File: config.mk
export PLATFORM = sky130hd
export DESIGN_NAME = csa_fan_stream
export DESIGN_NICKNAME = d
export VERILOG_FILES = /design/src/rtl/csa_fan_stream.sv
export SDC_FILE = /design/constraint.sdc
export NUM_CORES = 2
export LEC_CHECK = 0
export ABC_AREA = 1
export CAP_MARGIN = 30
export CORE_ASPECT_RATIO = 0.5
export CORE_MARGIN = 2
export CORE_UTILIZATION = 40
export DETAILED_ROUTE_END_ITERATION = 10
export PLACE_DENSITY_LB_ADDON = 0.25
export SLEW_MARGIN = 20
export SYNTH_ARGS = -nofsm -noshare
export SYNTH_HDL_FRONTEND = slang
export SYNTH_SLANG_ARGS = --single-unit
export TNS_END_PERCENT = 30
File: constraint.sdc
create_clock -name clk -period 15.33 [get_ports clk]
set_input_delay 3.066 -clock clk [delete_from_list [all_inputs] [get_ports clk]]
set_output_delay 3.066 -clock clk [all_outputs]
set_load 0.01 [all_outputs]
File: src/rtl/csa_fan_stream.sv
// Streaming segmented carry-save reducer: per-beat run sums with runs carried across beats.
// Ports: clk/rst, in_* valid/ready beat (operands, vec_ids, last), out_* beat (sums, sum_valid, ids, spill).
module csa_fan_stream #(
  parameter int N   = 16,
  parameter int W   = 8,
  parameter int V   = 3,
  parameter int EXT = 4,
  localparam int S  = W + $clog2(N) + EXT
) (
  input  logic           clk,
  input  logic           rst,
  input  logic           in_valid,
  output logic           in_ready,
  input  logic [N*W-1:0] in_operands,
  input  logic [N*V-1:0] in_vec_ids,
  input  logic           in_last,
  output logic           out_valid,
  input  logic           out_ready,
  output logic [N*S-1:0] out_sums,
  output logic [N-1:0]   out_sum_valid,
  output logic [N*V-1:0] out_vec_ids,
  output logic           out_spill_valid,
  output logic [S-1:0]   out_spill_sum,
  output logic [V-1:0]   out_spill_id
);

  logic stall;
  logic adv;

  logic [N-1:0][W-1:0] op_w;
  logic [N-1:0][V-1:0] id_w;

  logic [N-1:0]        end_d;
  logic [N-1:0][S-1:0] cs_s_d;
  logic [N-1:0][S-1:0] cs_c_d;
  logic                s1_merge_d;

  logic                s1_valid_q;
  logic [N-1:0]        s1_end_q;
  logic [N-1:0][S-1:0] s1_s_q;
  logic [N-1:0][S-1:0] s1_c_q;
  logic [N-1:0][V-1:0] s1_ids_q;
  logic                s1_merge_q;

  logic                carry_valid_q;
  logic                carry_valid_d;
  logic [S-1:0]        carry_sum_q;
  logic [S-1:0]        carry_sum_d;
  logic [V-1:0]        carry_id_q;
  logic [V-1:0]        carry_id_d;

  logic [N-1:0][S-1:0] lane_sum;
  logic [N-1:0][S-1:0] sums_d;
  logic [N-1:0]        sum_valid_d;
  logic                spill_d;

  logic                out_valid_q;
  logic [N-1:0][S-1:0] out_sums_q;
  logic [N-1:0]        out_sum_valid_q;
  logic [N-1:0][V-1:0] out_ids_q;
  logic                out_spill_valid_q;
  logic [S-1:0]        out_spill_sum_q;
  logic [V-1:0]        out_spill_id_q;

  assign op_w = in_operands;
  assign id_w = in_vec_ids;

  assign stall    = out_valid_q & ~out_ready;
  assign in_ready = ~rst & ~stall;
  assign adv      = s1_valid_q & ~stall;

  // Stage 1: run boundaries and per-lane segmented 3:2 compression.
  always_comb begin : seg_csa
    logic [S-1:0] s;
    logic [S-1:0] c;
    logic [S-1:0] x;
    logic [S-1:0] t;
    logic         live;
    s      = '0;
    c      = '0;
    x      = '0;
    t      = '0;
    live   = 1'b0;
    end_d  = '0;
    cs_s_d = '0;
    cs_c_d = '0;
    for (int j = 0; j < N - 1; j++) begin
      end_d[j] = id_w[j] != id_w[j+1];
    end
    end_d[N-1] = in_last;
    for (int j = 0; j < N; j++) begin
      s    = '0;
      c    = '0;
      live = 1'b1;
      // Walk back from lane j; stop feeding at the previous run end.
      for (int k = j; k >= 0; k--) begin
        if (k < j && end_d[k]) live = 1'b0;
        x = live ? {{(S-W){1'b0}}, op_w[k]} : '0;
        t = s ^ c ^ x;
        c = ((s & c) | (s & x) | (c & x)) << 1;
        s = t;
      end
      cs_s_d[j] = s;
      cs_c_d[j] = c;
    end
  end

  // Stage 2: carry-propagate add; lanes of the lane-0 run absorb the carry.
  always_comb begin : cpa
    logic in0;
    in0         = 1'b1;
    lane_sum    = '0;
    sums_d      = '0;
    sum_valid_d = '0;
    for (int j = 0; j < N; j++) begin
      lane_sum[j] = s1_s_q[j] + s1_c_q[j] +
                    ((in0 && s1_merge_q) ? carry_sum_q : '0);
      if (s1_end_q[j]) in0 = 1'b0;
      sums_d[j] = s1_end_q[j] ? lane_sum[j] : '0;
    end
    if (s1_valid_q) sum_valid_d = s1_end_q;
    if (!s1_valid_q) sums_d = '0;
  end

  assign spill_d = s1_valid_q & carry_valid_q & ~s1_merge_q;

  always_comb begin
    carry_valid_d = carry_valid_q;
    carry_sum_d   = carry_sum_q;
    carry_id_d    = carry_id_q;
    if (adv) begin
      if (s1_end_q[N-1]) begin
        carry_valid_d = 1'b0;
        carry_sum_d   = '0;
        carry_id_d    = '0;
      end else begin
        carry_valid_d = 1'b1;
        carry_sum_d   = lane_sum[N-1];
        carry_id_d    = s1_ids_q[N-1];
      end
    end
  end

  // Compare against the carry as it will be after the beat ahead
  // leaves stage 2, so back-to-back beats need no bubble.
  assign s1_merge_d = carry_valid_d && (id_w[0] == carry_id_d);

  always_ff @(posedge clk) begin
    if (rst) begin
      s1_valid_q        <= 1'b0;
      s1_end_q          <= '0;
      s1_s_q            <= '0;
      s1_c_q            <= '0;
      s1_ids_q          <= '0;
      s1_merge_q        <= 1'b0;
      carry_valid_q     <= 1'b0;
      carry_sum_q       <= '0;
      carry_id_q        <= '0;
      out_valid_q       <= 1'b0;
      out_sums_q        <= '0;
      out_sum_valid_q   <= '0;
      out_ids_q         <= '0;
      out_spill_valid_q <= 1'b0;
      out_spill_sum_q   <= '0;
      out_spill_id_q    <= '0;
    end else if (!stall) begin
      s1_valid_q        <= in_valid;
      s1_end_q          <= end_d;
      s1_s_q            <= cs_s_d;
      s1_c_q            <= cs_c_d;
      s1_ids_q          <= id_w;
      s1_merge_q        <= s1_merge_d;
      carry_valid_q     <= carry_valid_d;
      carry_sum_q       <= carry_sum_d;
      carry_id_q        <= carry_id_d;
      out_valid_q       <= s1_valid_q;
      out_sums_q        <= sums_d;
      out_sum_valid_q   <= sum_valid_d;
      out_ids_q         <= s1_valid_q ? s1_ids_q : '0;
      out_spill_valid_q <= spill_d;
      out_spill_sum_q   <= spill_d ? carry_sum_q : '0;
      out_spill_id_q    <= spill_d ? carry_id_q : '0;
    end
  end

  assign out_valid       = out_valid_q;
  assign out_sums        = out_sums_q;
  assign out_sum_valid   = out_sum_valid_q;
  assign out_vec_ids     = out_ids_q;
  assign out_spill_valid = out_spill_valid_q;
  assign out_spill_sum   = out_spill_sum_q;
  assign out_spill_id    = out_spill_id_q;

endmodule

==> results.md <==
* Outcome: complete, no violations
* Clk pin slew, worst setup/hold paths at 0.07 ns
* Max Slew Vio Count at 0
* Vias per cell at 5.46
* Period utilisation layout at 76.4%
* First-pass GRT wire length at 441 mm
* Largest net degree at the start of global routing at 257
* Worst hold endpoint: out_vec_ids[5]
* Worst slew pin tran at 1.20 ns
* Sequential fraction of the synthesis area at 22.0%
* Final setup viols at 0
* I/O pin cnt at 523
* Mean Syn Cell Area at 7.99 um2
* Register-to-register setup slack at 8.32 ns
* Ys flop type: dfxtp_1
* Reg2reg path depth at 19
* Critical Path RT at 15.95 ns
* Critical Path Start Type: primary input
* TritonCTS Buffers at 81
* P_leak at 37.8 nW
* DRT iter0 DRCs at 7,595
* Async S/R FF share, synth at 0%
* Initial antenna violation count at 22
* Total gr overflow at 0
* Max Fclk at 85.4 MHz
* CTS Hold Bufs at 0
* Worst Path Arrival at 12.34 ns
* Tot Pwr at 5.69 mW
* PD cells at 69.6 mW/mm2
* #FFs+latches synth at 780
* Layout cells sized above 1 at 3.77%
* DIE AREA at 0.181 mm2
* Reg area at 0.0156 mm2
* Worst Path Max Fanout at 31
* Routed wire per std cell at 26.8 um
* Hold depth at 2
* Post-Syn Area at 0.0709 mm2
* Total core area at 0.176 mm2
* Syn-to-layout area delta at 15.2%
* Port bufs at 522
* Final ANT Viol Nets at 0
* Clock skew at 0.0504 ns
* Clk_lat worst skew at 0.75 ns
* Routed via count at 64,000
* Die height at 302 um
* Routed WL at 314 mm
* Yosys cell types at 46
* Fin Setup TNS at 0 ns
* Fin crit period at 11.71 ns
* Area share of the largest cell type after synthesis at 26.8%
* Post-cts sizing count at 0
* Post-CTS setup buffer count at 0
* Synth top area cells: fa_1 (27%), dfxtp_1 (22%), ha_1 (12%)
* R2r endpoint: carry_sum_q[13]
* CTS tree: built
* Max Buffers Root-to-Sink at 3
* CTS sink count at 780
* Layout Nets at 11,100
* Vias in the first global route at 61,100
* Die W at 600 um
* Clock Tree Root: clkbuf_16
* Total global routing track utilization at 34.2%
* Multi-input gate area at 0.0497 mm2
* Fillers at 17,900
* 1st-pass router iterations at 8
* Critical path type: primary input to flop
* Yosys top cell by area: fa_1
* Post-synthesis instance total at 8,877
* # rows at 109
* Final HPWL DP at 257 mm
* Yosys synthesis warning count at 0
* Final hold violations at 0
* H-Tree Depth at 3
* CP Capture Type: flop
* Critical register-to-register path startpoint: s1_end_q[0]
* RSZ-0062 raised after global routing: false
* Max cap viols at 0
* Slew margin rel. at 20.2%
* Peak VDD IR at 0.0000842 V
* GP Congestion at 1.06
* DR DRC count at 0
* Initial core utilization at 40.2%
* Hold_sp: s1_ids_q[5]
* Hold crit path type: flop to flop
* Syn nets at 10,700
* Post-synth EDFFs at 0
[worst max-delay path by stage]
stage,start,endpoint,slack [ns],depth (start not counted)
after CTS,in_vec_ids[44],s1_s_q[241],3.75,26
after global placement,in_vec_ids[41],s1_s_q[241],3.01,26
after floorplan,in_vec_ids[43],s1_s_q[246],4.15,23
final,in_vec_ids[39],s1_s_q[241],3.62,26
after global routing,in_vec_ids[41],s1_s_q[242],3.37,26
after detailed placement,in_vec_ids[44],s1_s_q[241],2.96,26
[placed cells by master (no fill, tap or decap), types with 16 or more instances in the layout]
cell             instances
a21o_1                  26
a21oi_1                614
buf_4                   98
clkbuf_16               81
clkdlybuf4s50_1        521
dfxtp_1                780
diode_2                 16
fa_1                   948
ha_1                   687
inv_1                 1124
inv_2                   18
nand2_1               1406
nand3_1                392
nand4_1                 62
nor2_1                1518
nor2_2                  24
nor3_1                 140
o211ai_1                21
o21ai_0                575
or2_2                   21
xnor2_1                 49
xor2_1                  20
[logic make-up after synthesis]
family                   share of synthesized area, %
AND/OR/NAND/NOR                                  20.9
adder cells (fa/ha/maj)                          38.9
buffers and inverters                            8.01
AO/OA/AOI/OAI                                    9.32
flip-flops                                       22.0
XOR/XNOR                                        0.852
[registers in the layout, indices dropped and copies added, names as in the netlist, 3 cells and up]
name and cells:
carry_id_q 3, carry_sum_q 16, out_spill_id 3, out_spill_sum 16
out_sum_valid 16, out_sums 256, out_vec_ids 48, s1_c_q 169
s1_end_q 16, s1_ids_q 48, s1_s_q 184
[critical path: stages]
cell and delay [ns]:
clkdlybuf4s50_1 0.55, xnor2_1 0.14, nand3_1 0.23, buf_4 0.30, nor2_2 0.12, buf_4 0.33
inv_1 0.33, nor2_1 0.24, fa_1 0.43, fa_1 0.51, fa_1 0.43, fa_1 0.47
fa_1 0.50, inv_1 0.05, fa_1 0.45, fa_1 0.52, fa_1 0.43, fa_1 0.56
fa_1 0.47, fa_1 0.53, fa_1 0.45, fa_1 0.50, inv_1 0.05, fa_1 0.41
o21ai_0 0.18, nor2_1 0.06
[synthesized netlist by cell type, drive strengths merged, types with 4 or more instances]
cell type / n
ha: 687
a21boi: 4
nand4: 62
clkinv: 8
o211ai: 21
a21o: 26
o21bai: 13
xnor2: 49
xor2: 20
nand3b: 14
o21ai: 576
or2: 21
nand2: 1414
a31oi: 5
dfxtp: 780
buf: 58
clkbuf: 283
nor4: 14
inv: 1147
nor3: 142
nor2: 1556
a31o: 6
fa: 948
nand3: 397
a21oi: 614
[power breakdown]
| part | internal [mW] | switching [mW] | leakage, nW |
|---|---|---|---|
| logic | 0.434 | 0.819 | 30.0 |
| registers | 2.11 | 0.0794 | 6.36 |
| clock network | 1.27 | 0.979 | 1.42 |
| total | 3.81 | 1.88 | 37.8 |
[cell type report]
class | count | area share [%]
Antenna cell | 16 | 0.0490
Multi-Input combinational cell | 6601 | 60.8
Tap cell | 2386 | 3.65
Inverter | 1155 | 5.33
Timing Repair Buffer | 631 | 7.50
Clock inverter | 46 | 0.891
Clock buffer | 104 | 2.72
Sequential cell | 780 | 19.1
[routing by layer]
layer | track usage (%) | part of all wire [%]
met1 | 49.5 | 45
met3 | 11.6 | 12
met4 | 10.1 | 3.1
met2 | 47.5 | 40
met5 | 1.53 | 0.14
[through the flow]
stage          utilization (%)  worst slack (ns)  std cells  hold WS (ns)  instance area [um2]
4_1_cts                   46.3              3.75      11700         0.424                81600
2_1_floorplan                -              4.15       8877         0.441                70900
3_5_place_dp              44.6              2.96      11500         0.452                78700
6_report                  46.3              3.62      11700         0.438                81700
5_1_grt                   46.3              3.37      11700         0.472                81700
3_3_place_gp              44.6              3.01      11500         0.446                78600
Note: power is estimated with default switching activity, not from simulation.
